File: src/rtl/col_ofifo.sv
// Per-column output capture FIFOs behind the MAC row. Columns fill independently
// to absorb diagonal skew. A full aligned vector is presented and popped all at once.
module col_ofifo #(
    parameter int col     = 8,
    parameter int psum_bw = 16,
    parameter int depth   = 8
) (
    input  logic                   clk,
    input  logic                   reset,
    input  logic [psum_bw*col-1:0] in,
    input  logic [col-1:0]         wr,
    input  logic                   rd,
    output logic                   o_valid,
    output logic                   o_full,
    output logic                   o_overflow,
    output logic [psum_bw*col-1:0] out
);

    localparam int aw = $clog2(depth);
    localparam logic [aw:0] ptr_one = {{aw{1'b0}}, 1'b1};

    logic [aw:0]        wp [col];
    logic [aw:0]        rp;
    logic [psum_bw-1:0] mem [col][depth];
    logic [col-1:0]     empty;
    logic [col-1:0]     full;
    logic [col-1:0]     accept;
    logic               pop;

    always_comb begin
        empty = '0;
        full  = '0;
        for (int i = 0; i < col; i++) begin
            empty[i] = (wp[i] == rp);
            full[i]  = (wp[i][aw-1:0] == rp[aw-1:0]) && (wp[i][aw] != rp[aw]);
        end
    end

    assign o_valid = ~|empty;
    assign o_full  = |full;
    assign pop     = rd & o_valid;
    // A pop this cycle frees the slot the write lands in, so a full column still accepts.
    assign accept  = wr & (~full | {col{pop}});

    always_ff @(posedge clk or negedge reset) begin
        if (!reset) begin
            rp         <= '0;
            o_overflow <= 1'b0;
            for (int i = 0; i < col; i++) begin
                wp[i] <= '0;
            end
        end else begin
            if (pop) begin
                rp <= rp + ptr_one;
            end
            for (int i = 0; i < col; i++) begin
                if (accept[i]) begin
                    wp[i] <= wp[i] + ptr_one;
                end
            end
            if (|(wr & ~accept)) begin
                o_overflow <= 1'b1;
            end
        end
    end

    always_ff @(posedge clk) begin
        for (int i = 0; i < col; i++) begin
            if (accept[i]) begin
                mem[i][wp[i][aw-1:0]] <= in[psum_bw*i +: psum_bw];
            end
        end
    end

    for (genvar g = 0; g < col; g++) begin : g_out
        assign out[psum_bw*g +: psum_bw] = o_valid ? mem[g][rp[aw-1:0]] : '0;
    end

endmodule
File: config.mk
export PLATFORM = sky130hd
export DESIGN_NAME = col_ofifo
export DESIGN_NICKNAME = d
export VERILOG_FILES = /design/src/rtl/col_ofifo.sv
export SDC_FILE = /design/constraint.sdc
export NUM_CORES = 1
export LEC_CHECK = 0
export ABC_CLOCK_PERIOD_IN_PS = 10700
export BUFFER_PORTS_ARGS = -buffer_cell sky130_fd_sc_hd__buf_2
export CORE_ASPECT_RATIO = 1.25
export CORE_MARGIN = 8
export CORE_UTILIZATION = 65
export CTS_CLUSTER_DIAMETER = 60
export DETAILED_ROUTE_END_ITERATION = 7
export PLACE_DENSITY = 0.85
export REMOVE_ABC_BUFFERS = 1
export SYNTH_ARGS = -nofsm -noshare
export SYNTH_HDL_FRONTEND = slang
export SYNTH_SLANG_ARGS = --single-unit
File: constraint.sdc
create_clock -name clk -period 10.7 [get_ports clk]
set_input_delay 1.07 -clock clk [delete_from_list [all_inputs] [get_ports clk]]
set_output_delay 1.07 -clock clk [all_outputs]
set_load 0.02 [all_outputs]
* After elaboration in Yosys (flattened, before gate mapping)
Memories as Yosys holds them, arrays and structs flattened. Index checks and enable logic that the tools add are counted.
Word-level totals: output and inout bits 131, bits in registers 37, memories 1, memory bits (writable) 1024, logic and storage cells 160, bits of input ports 139
Memory list:
- mem | depth 8, bits a word 128, rd ports 8, clocked after memory_dff 0, wr ports 8, RTL line 24 | logic [psum_bw-1:0] mem [col][depth];
Operators by class: eq/ne operators 24, bitwise gates (word level) 15, reduce and logical (&&, ||, !) cells 20, add/sub/neg operators 9, mux-type cells 64, magnitude comparators 17
Operators by type and width (count):
- $mux 128 | 8
- $mux 16 | 32
- $bmux 16 s3 | 8
- $demux 16 s3 | 8
- $add 4x1->4 const B | 9
- $ge 4x4->1 const B | 9
- $not 3->4 | 9
- $eq 4x4->1 | 8
- $lt 4x1->1 const B | 8
- $eq 3x3->1 | 8
- $reduce_or 8->1 | 3
- $and 8x8->8 | 2
- $logic_and 1x1->1 | 16
- $not 8->8 | 2
- $mux 1 | 8
- $ne 1x1->1 | 8
- $or 8x8->8 | 1
- $and 1x1->1 | 1
- $logic_not 1->1 | 1

* Longest topological paths before layout
Gate-level depths: netlist (run 1).
depth in word-level cells 9, gate-level depth with buffers 11, gate-level depth less buffers 6

* Worst setup path before layout (run 1)
No wires, ideal clock.
path kind reg2reg, start register wp[8] in the netlist's numbering, end memory mem[0][64] in the netlist's numbering, enable pin, library setup time 436 ps, data arrival time 3595 ps, path buffers 2, cell stages (with the launch flop) 9, clock period less this slack 4032 ps, slack 6668 ps, data required time 10264 ps, cells stage by stage dfrtp_1 > clkbuf_1 > xor2_1 > nor3_1 > a32oi_1 > nor4bb_1 > buf_2 > a21oi_2 > nor4b_1
RTL lines:
- from (decl) | RTL line 22 | logic [aw:0] wp [col];
- from (signal, indexed assignment) | RTL line 58 | wp[i] <= wp[i] + ptr_one;
- to (decl) | RTL line 24

* Final worst setup path (run 1)
start register rp[2], end output port out[107]
Between the ends: longest elaborated chain between the ends 5, elaborated cells between the ends (all ways) 14, classes of those cells eq/ne: 8; mux: 4; bitwise: 1; reduce/logical: 1
Ends and longest elaborated chain:
- from (decl) | RTL line 23 | logic [aw:0] rp;
- from (signal assigned) | RTL line 54 | rp <= rp + ptr_one;
- $not 3->4 (implied by the code) | RTL line 76 | assign out[psum_bw*g +: psum_bw] = o_valid ? mem[g][rp[aw-1:0]] : '0;
- $bmux 16 s3 | RTL line 76
- $mux 16 (implied by the code) (2 in series) | RTL line 76
- $mux 16 (*) | RTL line 76
- to (decl) | RTL line 16 | output logic [psum_bw*col-1:0] out
Mark *: on every way between the ends. The rest lies on a longest branch, timed or not. The select of a mux whose other input is x is not followed.

==> metrics.csv, run 1 <==
metric,value,unit
synth_edf_count,1024,
cpLargestDelayFamily,buffers and inverters,
cts_tree,yes,
synth_cells,2076,
synth_top_area_cell,edfxtp_1,
fin_skew,22.4,ps
path_max_fanout,72,
max_cap_viol_count,0,
htreeDepth,3,
cts_buffers,96,
crit_top_cell,buf_4,
dr.pass1.iters,5,
avgSynthCellArea,20.4,um^2
synth_cell_type_count,51,
clk_pin_slew,60,ps
yosysWarnings,0,
ioPinCount,270,
maxSlewHeadroom,0.232,
synth-seq-cells,1061,
crit_path_top_delay_cell,dfrtp_4,
synth_top_area_frac,0.726,
max_stage_delay,850,ps
cts.sinks,1061,
multi_input_area,10600,um^2
wl,90300,um
wl_per_cell,27.1,um
port_buffers,269,
nFillCells,3471,
power_density,319,nW/um^2
ant_nets,0,
first_iter_violations,2132,
die-height,301,um
antenna_found_initial,26,
irDropWorstVdd,0.000375,V
worstPathArrival,5920,ps
power_leakage,16.1,nW
async_flop_share,0.0349,
fmax,143,MHz
synth.most_common_cell,edfxtp_1,
clock_latency,650,ps
startpoint_type,flop,
critPathBufInv,4,
avgViaCountPerCell,6.43,
required,9630,ps
min_path_type,flop to flop,
clock_path_buffers,3,
drc,0,
die_area,73600,um^2
nNetsFinal,2528,
vias,21400,
worst_setup_path_end_kind,primary output,
whs,455,ps
ys.flop_type,edfxtp_1,
dp_hpwl,53400,um
status,"complete, no violations",
finalHoldViolCount,0,
core-area,64400,um^2
ys_top_cells_by_area,"edfxtp_1, mux4_2, mux2i_1",
grt_pass1_wl,137000,um
syn_area,42400,um^2
drive_gt1_frac,0.330,
grtUsageTotal,0.245,
row_count,104,
synthToLayoutAreaGrowth,14.2,%
final_area,48400,um^2
post_cts_resize_count,0,
finalSetupViolCount,0,
synth_common_cells,"edfxtp_1, mux4_2, nor2_1, mux2i_1, clkbuf_1",
grt_max_degree,78,
initial_core_util,0.658,
cts_hold_buf,0,
finalCriticalPeriod,6990,ps
period_share,0.654,
criticalPathCategory,flop to primary output,
post_cts_buffers,0,
post-route-util,0.751,
dpl-instance-area,45200,um^2
grt_overflow,0,
fp.dieW,244,um
grt_pass1_vias,22600,
finalMaxSlewViolations,0,
gp_congestion,0.761,
grt_setup_unrepaired,false,
cp_cell_sequence,"buf_4, buf_4, xor2_1, or4_1, a21oi_1, or4b_4, buf_4, nor2_1, buf_2",
worst_pin_slew,1150,ps
seq_area_frac_synth,0.748,
regArea,31700,um^2
cts-root-buf,clkbuf_16,
registers in the layout (all words and copies together) (netlist names):
name        flops
wp             32
rp              4
o_overflow      1
mem          1024
report_power, final:
group / internal [W] / switching, W
Combinational: 0.00237 / 0.00399
Sequential: 0.00526 / 0.000457
Clock: 0.00191 / 0.00146
Total: 0.00954 / 0.00591
worst reg2reg max path, cell delays in order (launching register included):
cell,delay (ps)
dfrtp_4,850
buf_4,710
buf_4,830
xnor2_1,290
nand3_1,150
nor2_1,90
o31ai_4,550
buf_4,390
a21oi_2,280
nor3_4,900
placed cells by master (no fill, tap or decap), types with 13 or more instances in the layout:
master / netlist / layout
nand4_1: 17 / 17
dfrtp_1: 37 / 34
mux4_2: 256 / 256
clkinv_1: 0 / 23
nand2b_1: 18 / 18
xnor2_1: 22 / 22
mux2i_1: 128 / 128
nand3_1: 42 / 42
o211ai_1: 36 / 36
buf_4: 3 / 68
clkbuf_16: 0 / 96
nor2_1: 132 / 132
nand2_1: 31 / 31
xor2_1: 13 / 13
nor4b_2: 0 / 18
clkbuf_1: 74 / 17
diode_2: 0 / 26
buf_2: 13 / 269
edfxtp_1: 1024 / 1024
nor2b_1: 21 / 21
clkinv_2: 0 / 13
worst paths after layout:
| path | start | to | slack [ps] | cells after the start |
|---|---|---|---|---|
| min in group asynchronous | reset | wp[2]$_DFFE_PN0P_ | 550 | 1 |
| setup / recovery | rp[2]$_DFFE_PN0P_ | out[107] | 3710 | 9 |
| hold / removal | o_overflow$_DFFE_PN0P_ | o_overflow$_DFFE_PN0P_ | 450 | 1 |
| setup reg to reg | rp[2]$_DFFE_PN0P_ | mem[1][167]$_DFFE_PP_ | 5260 | 9 |
| max in group asynchronous | reset | rp[1]$_DFFE_PN0P_ | 9450 | 1 |
| hold reg to reg | o_overflow$_DFFE_PN0P_ | o_overflow$_DFFE_PN0P_ | 450 | 1 |
cells by family (layout without fill, tap and decap cells):
group                    count (synthesis)  after routing  share of synthesized area
XOR/XNOR                                35             35                    0.00724
other                                    0             26                          0
multiplexers                           385            385                      0.167
buffers and inverters                  135            517                     0.0149
AO/OA/AOI/OAI                           94             94                     0.0167
adder cells (fa/ha/maj)                  9              9                    0.00266
AND/OR/NAND/NOR                        357            357                     0.0440
flip-flops                            1061           1061                      0.748
final cells by class:
cell class | instances | share of cell area
Clock buffer | 114 | 0.0513
Timing Repair Buffer | 337 | 0.0384
Inverter | 4 | 0.000310
Multi-Input combinational cell | 880 | 0.219
Sequential cell | 1061 | 0.655
Tap cell | 848 | 0.0219
Clock inverter | 62 | 0.0128
Antenna cell | 26 | 0.00135
stage by stage:
stage / worst slack, ps / setup TNS [ps] / power [W] / cells
floorplan: -5600 / -5961920 / 0.0107 / 1945
global placement: 4550 / 0 / 0.0120 / 3130
detailed placement: 4410 / 0 / 0.0122 / 3130
CTS: 3690 / 0 / 0.0156 / 3306
global route: 3490 / 0 / 0.0161 / 3322
finish: 3710 / 0 / 0.0154 / 3332
per-layer routing:
metal	track usage	wire, um
met1	0.309	33800
met2	0.428	48000
met3	0.0434	6150
met4	0.0858	2330
met5	0	69
Note: power is estimated with default switching activity, not from simulation.
==> run 2, diff against run 1 <==
--- a/config.mk
+++ b/config.mk
@@ -5,14 +5,14 @@
 export SDC_FILE = /design/constraint.sdc
 export NUM_CORES = 1
 export LEC_CHECK = 0
-export ABC_CLOCK_PERIOD_IN_PS = 10700
+export ABC_CLOCK_PERIOD_IN_PS = 5800
 export BUFFER_PORTS_ARGS = -buffer_cell sky130_fd_sc_hd__buf_2
 export CORE_ASPECT_RATIO = 1.25
 export CORE_MARGIN = 8
-export CORE_UTILIZATION = 65
+export CORE_UTILIZATION = 55
 export CTS_CLUSTER_DIAMETER = 60
 export DETAILED_ROUTE_END_ITERATION = 7
-export PLACE_DENSITY = 0.85
+export PLACE_DENSITY = 0.76
 export REMOVE_ABC_BUFFERS = 1
 export SYNTH_ARGS = -nofsm -noshare
 export SYNTH_HDL_FRONTEND = slang
==> constraint.sdc (replaced) <==
create_clock -name clk -period 5.8 [get_ports clk]
set_input_delay 0.58 -clock clk [delete_from_list [all_inputs] [get_ports clk]]
set_output_delay 0.58 -clock clk [all_outputs]
set_load 0.02 [all_outputs]
==> run 2 against run 1 <==
Compared with the run above:
- combinational power increased by 84%
- sequential share of layout area decreased by 0.20 points
- count of clock-buffer cells in the layout unchanged
- cell area rose by 0.31%
- register-to-register slack worse by 3500 ps
- worst setup slack worse by 2900 ps
==> metrics.csv, run 2 (same netlist as run 1, synthesis figures left out) <==
metric,value,unit
status,"complete, no violations",
finalSetupTns,0,ps
fp.dieW,264,um
row_count,114,
worst_setup_path_end_kind,primary output,
avgViaCountPerCell,6.05,
layout_setup_ws,827,ps
cts_hold_buf,0,
grt_pass1_vias,22200,
fin_cells,3473,
placed_cells,3280,
antenna_found_initial,30,
cts_tree,yes,
cts.sinks,1061,
finalSetupViolCount,0,
synthToLayoutAreaGrowth,14.5,%
crit_path_top_delay_cell,dfrtp_4,
irDropWorstVdd,0.000515,V
vias,21000,
die-height,326,um
fin_skew,20.7,ps
finalCriticalPeriod,4970,ps
dp_hpwl,52200,um
startpoint_type,flop,
cp_cell_sequence,"xor2_1, or4b_2, a31oi_1, or4b_4, buf_12, nor2_1, buf_2",
criticalPathCategory,flop to primary output,
whs,69.3,ps
maxSlewHeadroom,0.251,
cts_buffers,98,
port_buffers,269,
dr.pass1.iters,5,
clock_latency,650,ps
max_stage_delay,940,ps
ioPinCount,270,
grt_setup_unrepaired,false,
wl,88200,um
final_cell_mix,"edfxtp_1, buf_2, mux4_2, nor2_1, mux2i_1",
power_leakage,16.2,nW
clk_pin_slew,60,ps
ant_nets,0,
grtUsageTotal,0.203,
pre_cts_ws,1470,ps
grt_overflow,0,
cts-root-buf,clkbuf_16,
power_density,583,nW/um^2
path_max_fanout,74,
largest_register_ffs,1024,
finalHoldViolCount,0,
period_share,0.857,
gp_congestion,0.763,
first_iter_violations,1604,
max_cap_viol_count,0,
core-area,76700,um^2
grt_max_degree,127,
initial_core_util,0.552,
min_path_type,primary input to asynchronous set/reset pin,
die_area,86200,um^2
required,5220,ps
drive_gt1_frac,0.335,
final_common_cell,edfxtp_1,
worst_pin_slew,1120,ps
nNetsFinal,2542,
post_cts_resize_count,0,
wl_per_cell,25.4,um
clock_path_buffers,3,
grt_pass1_wl,134000,um
post_cts_buffers,0,
worstPathArrival,4390,ps
finalMaxSlewViolations,0,
drc,0,
fmax,201,MHz
htreeDepth,3,
[run 2: cell count changes in the layout (fill, tap and decap cells not counted), moves of 5 or more]
cell	change
clkbuf_16	+5
nor3_2	+9
nor3_4	-9
diode_2	-11
clkinv_2	+8
buf_4	+10
[run 2: critical path, delay by kind of cell, from the launching register on]
| family | cells | cell delay [ps] |
|---|---|---|
| buf+inv | 2 | 520 |
| compound gates | 1 | 390 |
| flops | 1 | 940 |
| simple gates | 3 | 1510 |
| xor+xnor | 1 | 180 |
[run 2: power by group]
part	switching (W)	total, W	leakage (nW)	internal, W
registers	0.000727	0.0104	9.72	0.00970
clock network	0.00267	0.00612	1.49	0.00345
logic	0.00732	0.0117	4.98	0.00441
[run 2: per-stage QoR]
stage	util	power (W)	area [um^2]
final	0.632	0.0283	48500
after global routing	0.632	0.0297	48500
after CTS	0.632	0.0287	48500
after detailed placement	0.592	0.0225	45400
after global placement	0.592	0.0222	45400
after floorplan	-	0.0186	41700
[run 2: final cells by class]
| type | instances | area, um^2 |
|---|---|---|
| Fill cell | 5217 | 28200 |
| Tap cell | 986 | 1230 |
| Multi-Input combinational cell | 880 | 10500 |
| Inverter | 4 | 15.0 |
| Timing Repair Buffer | 349 | 1970 |
| Sequential cell | 1061 | 31700 |
| Clock buffer | 114 | 2580 |
| Clock inverter | 64 | 489 |
| Antenna cell | 15 | 37.5 |
[run 2: final timing paths]
path                                        start                      to  slack, ps  cells after the start
min                                         reset      wp[14]$_DFFE_PN0P_         70                      1
max reg2reg                     rp[1]$_DFFE_PN0P_   mem[0][304]$_DFFE_PP_       1770                      8
min in group clk                           in[25]   mem[0][201]$_DFFE_PP_        200                      1
max in group asynchronous                   reset       rp[1]$_DFFE_PN0P_       5060                      1
max                             rp[1]$_DFFE_PN0P_                out[109]        830                      7
min reg2reg                o_overflow$_DFFE_PN0P_  o_overflow$_DFFE_PN0P_        450                      1
[run 2: per-layer routing]
metal	vias up	track usage	routed length (um)
met5	-	0	92
met4	16	0.0626	1710
met3	133	0.0396	5330
met2	583	0.357	46500
met1	11000	0.256	34500
li1	9235	-	-
